==> config.mk <==
export PLATFORM = sky130hd
export DESIGN_NAME = decode_token_flat
export DESIGN_NICKNAME = d
export VERILOG_FILES = /design/src/rtl/decode_token_if.sv /design/src/rtl/decode_token.sv /design/src/flat_wrapper.sv
export SDC_FILE = /design/constraint.sdc
export NUM_CORES = 1
export LEC_CHECK = 0
export BUFFER_PORTS_ARGS = -buffer_cell sky130_fd_sc_hd__clkbuf_2
export CAP_MARGIN = 20
export CELL_PAD_IN_SITES_DETAIL_PLACEMENT = 2
export CELL_PAD_IN_SITES_GLOBAL_PLACEMENT = 2
export CORE_MARGIN = 3
export CORE_UTILIZATION = 31
export DETAILED_ROUTE_END_ITERATION = 6
export GPL_ROUTABILITY_DRIVEN = 0
export PLACE_DENSITY_LB_ADDON = 0.1
export SLEW_MARGIN = 20
export SYNTH_ARGS = -nofsm -noshare
export SYNTH_HDL_FRONTEND = slang
export SYNTH_SLANG_ARGS = --single-unit
==> constraint.sdc <==
create_clock -name clk -period 2.4 [get_ports clk]
set_input_delay 0.36 -clock clk [delete_from_list [all_inputs] [get_ports clk]]
set_output_delay 0.36 -clock clk [all_outputs]
set_load 0.05 [all_outputs]
==> src/rtl/decode_token_if.sv <==
// Stream-side and token-side handshake bundle for the token decoder.
interface decode_token_if;
    logic [12:0] stream_data;
    logic        stream_valid;
    logic [3:0]  stream_width;
    logic        stream_ack;
    logic        tok_valid;
    logic        tok_ready;
    logic        tok_match;
    logic [7:0]  tok_byte;
    logic [10:0] tok_offset;
    logic [11:0] tok_len;
    logic        tok_eob;

    modport master (
        output stream_data, stream_valid, tok_ready,
        input  stream_width, stream_ack, tok_valid, tok_match, tok_byte, tok_offset, tok_len,
               tok_eob
    );

    modport slave (
        input  stream_data, stream_valid, tok_ready,
        output stream_width, stream_ack, tok_valid, tok_match, tok_byte, tok_offset, tok_len,
               tok_eob
    );
endinterface

==> src/rtl/decode_token.sv <==
// Decodes literal / match / end-marker tokens from a bit window and holds each
// decoded token in an output register until the copy engine accepts it.
module decode_token (
    input  logic          clk,
    input  logic          rst,
    input  logic          ce,
    decode_token_if.slave bus,
    output logic          len_err
);

    typedef enum logic [2:0] {StHead, StLen1, StLenx, StEmit, StStop} state_e;

    state_e      state_q, state_d;
    logic        match_q, match_d;
    logic [7:0]  byte_q, byte_d;
    logic [10:0] offset_q, offset_d;
    logic [11:0] len_q, len_d;
    logic        eob_q, eob_d;
    logic        err_q, err_d;

    logic        ack;
    logic [3:0]  width;
    logic        go;
    logic [12:0] d;
    logic [12:0] len_sum;

    always_ff @(posedge clk or posedge rst) begin
        if (rst) begin
            state_q  <= StHead;
            match_q  <= 1'b0;
            byte_q   <= 8'd0;
            offset_q <= 11'd0;
            len_q    <= 12'd0;
            eob_q    <= 1'b0;
            err_q    <= 1'b0;
        end else begin
            state_q  <= state_d;
            match_q  <= match_d;
            byte_q   <= byte_d;
            offset_q <= offset_d;
            len_q    <= len_d;
            eob_q    <= eob_d;
            err_q    <= err_d;
        end
    end

    always_comb begin
        state_d  = state_q;
        match_d  = match_q;
        byte_d   = byte_q;
        offset_d = offset_q;
        len_d    = len_q;
        eob_d    = eob_q;
        err_d    = err_q;
        ack      = 1'b0;
        width    = 4'd0;
        d        = bus.stream_data;
        // rst gating keeps the handshake quiet while reset is held
        go       = ce && bus.stream_valid && !rst;
        len_sum  = {1'b0, len_q} + {9'd0, d[12:9]};

        case (state_q)
            StHead: begin
                if (go) begin
                    ack = 1'b1;
                    if (!d[12]) begin
                        match_d  = 1'b0;
                        byte_d   = d[11:4];
                        offset_d = 11'd0;
                        len_d    = 12'd0;
                        eob_d    = 1'b0;
                        width    = 4'd9;
                        state_d  = StEmit;
                    end else if (d[11]) begin
                        match_d  = 1'b1;
                        offset_d = {4'd0, d[10:4]};
                        len_d    = 12'd0;
                        width    = 4'd9;
                        if (d[10:4] == 7'd0) begin
                            eob_d   = 1'b1;
                            state_d = StEmit;
                        end else begin
                            eob_d   = 1'b0;
                            state_d = StLen1;
                        end
                    end else begin
                        match_d  = 1'b1;
                        offset_d = d[10:0];
                        len_d    = 12'd0;
                        eob_d    = 1'b0;
                        width    = 4'd13;
                        state_d  = StLen1;
                    end
                end
            end
            StLen1: begin
                if (go) begin
                    ack = 1'b1;
                    if (d[12:11] != 2'b11) begin
                        len_d   = 12'd2 + {10'd0, d[12:11]};
                        width   = 4'd2;
                        state_d = StEmit;
                    end else begin
                        // 1111 yields 8 and continues with extension nibbles
                        len_d   = 12'd5 + {10'd0, d[10:9]};
                        width   = 4'd4;
                        state_d = (d[10:9] == 2'b11) ? StLenx : StEmit;
                    end
                end
            end
            StLenx: begin
                if (go) begin
                    ack   = 1'b1;
                    width = 4'd4;
                    if (len_sum > 13'd4095) begin
                        len_d = 12'd4095;
                        err_d = 1'b1;
                    end else begin
                        len_d = len_sum[11:0];
                    end
                    state_d = (d[12:9] == 4'hf) ? StLenx : StEmit;
                end
            end
            StEmit: begin
                if (bus.tok_ready) begin
                    state_d = eob_q ? StStop : StHead;
                end
            end
            StStop: begin
                state_d = StStop;
            end
            default: begin
                state_d = StHead;
            end
        endcase
    end

    assign bus.stream_ack   = ack;
    assign bus.stream_width = width;
    assign bus.tok_valid    = (state_q == StEmit);
    assign bus.tok_match    = match_q;
    assign bus.tok_byte     = byte_q;
    assign bus.tok_offset   = offset_q;
    assign bus.tok_len      = len_q;
    assign bus.tok_eob      = eob_q;
    assign len_err          = err_q;

endmodule

==> src/flat_wrapper.sv <==
// flat-port wrapper written by rule: the top's interface ports become plain ports
module decode_token_flat 
  (clk, rst, ce, len_err, bus_stream_data, bus_stream_valid, bus_tok_ready, bus_stream_width, bus_stream_ack, bus_tok_valid, bus_tok_match, bus_tok_byte, bus_tok_offset, bus_tok_len, bus_tok_eob);
  decode_token_if bus_i ();
  input  logic clk;
  input  logic rst;
  input  logic ce;
  output logic len_err;
  input wire logic [$bits(bus_i.stream_data)-1:0] bus_stream_data;
  input wire logic [$bits(bus_i.stream_valid)-1:0] bus_stream_valid;
  input wire logic [$bits(bus_i.tok_ready)-1:0] bus_tok_ready;
  output wire logic [$bits(bus_i.stream_width)-1:0] bus_stream_width;
  output wire logic [$bits(bus_i.stream_ack)-1:0] bus_stream_ack;
  output wire logic [$bits(bus_i.tok_valid)-1:0] bus_tok_valid;
  output wire logic [$bits(bus_i.tok_match)-1:0] bus_tok_match;
  output wire logic [$bits(bus_i.tok_byte)-1:0] bus_tok_byte;
  output wire logic [$bits(bus_i.tok_offset)-1:0] bus_tok_offset;
  output wire logic [$bits(bus_i.tok_len)-1:0] bus_tok_len;
  output wire logic [$bits(bus_i.tok_eob)-1:0] bus_tok_eob;
  assign bus_i.stream_data = bus_stream_data;
  assign bus_i.stream_valid = bus_stream_valid;
  assign bus_i.tok_ready = bus_tok_ready;
  assign bus_stream_width = bus_i.stream_width;
  assign bus_stream_ack = bus_i.stream_ack;
  assign bus_tok_valid = bus_i.tok_valid;
  assign bus_tok_match = bus_i.tok_match;
  assign bus_tok_byte = bus_i.tok_byte;
  assign bus_tok_offset = bus_i.tok_offset;
  assign bus_tok_len = bus_i.tok_len;
  assign bus_tok_eob = bus_i.tok_eob;
  decode_token u_core (.clk(clk), .rst(rst), .ce(ce), .bus(bus_i), .len_err(len_err));
endmodule
==> results.md <==
* Status: finished clean
* Pre-Repair DR Iteration Count at 4
* Share of layout cells above drive strength 1 at 0.350
* DR vias/cell at 5.29
* Worst R2R End: u_core.bus.tok_len[11]$_DFFE_PP0P_
* First-pass GRT wire length at 10.3 mm
* Post_cts resized at 0
* R2r startpoint: u_core.bus.tok_len[3]$_DFFE_PP0P_
* Slew margin rel. at 0.567
* Flop pwr share at 0.312
* Clock network fraction of design power at 0.164
* Post-Syn Area at 2110 sq um
* Arrival @ worst endpoint at 1.87 ns
* Number of max-cap violations at 0
* Power Dens Cells at 1260 nW/um^2
* Total wire length at 6.28 mm
* Port bufs at 57
* Mean routed wirelength per cell at 17.6 um
* Slew at the pin closest to its max-slew limit at 0.647 ns
* # fillers at 755
* Seq/Total Area, Yosys at 0.440
* Core area at 6460 sq um
* Final hold violations at 0
* Max IR drop VDD at 0.000500 V
* Placed Area at 2490 sq um
* Top post-synthesis cells by area: dfrtp_1 44%, nand2_1 6.6%, mux2_4 5.7%
* Leakage at 1.28 nW
* Worst endpoint required time at 2.04 ns
* Fin crit share at 0.928
* Async SR Flop Fraction at 1.00
* CP peak stage delay at 0.65 ns
* Syn avg cell area at 9.62 sq um
* Sum Neg Setup Slack at 0 ns
* Clock Skews at 0.00632 ns
* Total Routing Usage GR at 0.172
* CP cell instances: or4_4, inv_1, clkbuf_2
* Diodes inserted at 0
* Multi-input gate area at 1100 sq um
* Clk sink count at 37
* CTS tree: done
* Register area at 926 sq um
* Antenna Nets Post-Route at 0
* H-tree depth at 2
* Sw Share at 0.510
* Area Growth Syn to Fin at 23.4%
* Syn_nets at 243
* Skew-Pair Late Insertion Delay at 0.29 ns
* Crit-path max FO at 10
* HP Class: in2async
* Die ar. at 7820 sq um
* Placed wire-length estimate at 4.68 mm
* Clk buf depth at 2
* Drt drc at 0
* Slowest CP cell: or4_4
* Worst r2r path cells at 6
* Die height at 88.4 um
* Num CTS Buffers at 5
* Detailed Route Iter0 Violations at 77
* Final setup viols at 0
* Top-area cell type share of the netlist area at 0.440
* Setup CP Type: reg2out
* Via Count at 1890
* Synth Warn # at 0
* Post-place setup slack at 0.217 ns
* Fin area at 2600 sq um
* Worst Setup Slack, final at 0.173 ns
* FP Rows at 29
* Sw Pwr at 1.67 mW
* Fmax at 0.449 GHz
* Worst setup EP type: output pin
* Top-Level Pins at 58
* Hold-fix buffers, CTS at 0
* Max-slew violations at 0
* Min Tclk post-route at 2.23 ns
* Initial antenna violation count at 0
* Initial core utilization at 0.326
* Vias in the first global route at 2011
* Reg clk slew, reported paths at 0.08 ns
* Internal power at 1.61 mW
* RSZ-0062 raised after global routing: false
* Remaining global-route overflow at 0
* Hold WS at 0.173 ns
* Largest net degree at the start of global routing at 38
* NumNets Final at 304
* Reg-to-reg slack, setup at 0.29 ns
* CTS Root Cell: clkbuf_8
* Combinational share of power at 0.524
* EDFF count, synth at 0
* Biggest area consumer among synthesized cells: dfrtp_1
* FF+latch count, synth at 37
* CP Launch Type: register
* Post-synth top cells: 37 x dfrtp_1, 37 x nand2_1, 21 x o21ai_0
* Post-CTS Setup Inserts at 0
* Width of the die at 88.4 um
* Synth Instances at 219
* Number of unique standard cell types used by synthesis at 47
* Synth Flop Type: dfrtp_1
layer usage:
| metal | wire length, um | vias to the layer above | GRT usage |
|---|---|---|---|
| met2 | 2840 | 34 | 0.257 |
| met1 | 3170 | 951 | 0.248 |
| met3 | 199 | 7 | 0.0335 |
| li1 | - | 898 | - |
| met5 | 0 | - | 0 |
| met4 | 74 | 0 | 0.0577 |
how the worst max path moves through the flow:
| stage | depth (start not counted) | to | from |
|---|---|---|---|
| global route | 3 | bus_stream_width[3] | u_core.state_q[0]$_DFFE_PP0P_ |
| finish | 3 | bus_stream_width[0] | u_core.state_q[0]$_DFFE_PP0P_ |
| global placement | 9 | u_core.bus.tok_len[1]$_DFFE_PP0P_ | bus_stream_data[9] |
| detailed placement | 9 | u_core.bus.tok_len[1]$_DFFE_PP0P_ | bus_stream_data[9] |
| CTS | 3 | bus_stream_width[0] | u_core.state_q[0]$_DFFE_PP0P_ |
| floorplan | 8 | u_core.bus.tok_len[1]$_DFFE_PP0P_ | u_core.bus.tok_len[0]$_DFFE_PP0P_ |
final cells by class:
class                           instances  area share
Inverter                                6     0.00867
Tap cell                               77      0.0371
Multi-Input combinational cell        164       0.422
Clock inverter                          2      0.0135
Timing Repair Buffer                   66       0.136
Sequential cell                        37       0.356
Clock buffer                            5      0.0265
metrics by stage:
step | util | instances | total power, mW
3_3_place_gp | 0.386 | 350 | 2.74
3_5_place_dp | 0.386 | 350 | 2.76
4_1_cts | 0.402 | 357 | 3.32
5_1_grt | 0.402 | 357 | 3.49
6_report | 0.402 | 357 | 3.27
2_1_floorplan | - | 219 | 2.33
critical path: cells and delay by family (launching register included):
kind	cells	cell delay [ns]
buffers and inverters	2	0.43
flip-flops	1	0.50
AND/OR/NAND/NOR	1	0.65
cells in the final DEF (no fill, tap or decap), drive strengths merged, types with 5 or more instances in the layout:
| cell | count |
|---|---|
| dfrtp | 37 |
| ha | 5 |
| nand3 | 6 |
| mux2 | 15 |
| nand2 | 37 |
| nor2 | 17 |
| o21ai | 21 |
| a31oi | 7 |
| buf | 9 |
| a21oi | 9 |
| inv | 6 |
| clkbuf | 62 |
power by group through the flow:
stage / Clock, mW / Combinational (mW) / Sequential, mW
global placement: 0 / 1.71 / 1.03
detailed placement: 0 / 1.73 / 1.04
finish: 0.537 / 1.71 / 1.02
CTS: 0.557 / 1.74 / 1.03
floorplan: 0 / 0.657 / 1.67
global route: 0.585 / 1.84 / 1.06
state kept, by name, summed over array words and instances (netlist names):
signal and flops:
u_core.bus.tok_match 1, u_core.state_q 3, u_core.len_err 1, u_core.bus.tok_eob 1, u_core.bus.tok_offset 11, u_core.bus.tok_len 12, u_core.bus.tok_byte 8
kinds of logic (layout without fill, tap and decap cells):
| kind of cell | Yosys count | after routing | share of synthesized area |
|---|---|---|---|
| AND/OR/NAND/NOR | 84 | 84 | 0.201 |
| AO/OA/AOI/OAI | 56 | 56 | 0.169 |
| flip-flops | 37 | 37 | 0.440 |
| buffers and inverters | 18 | 79 | 0.0440 |
| multiplexers | 16 | 16 | 0.0992 |
| adder cells (fa/ha/maj) | 6 | 6 | 0.0392 |
| XOR/XNOR | 2 | 2 | 0.00832 |
(Power assumes the default switching activity.)
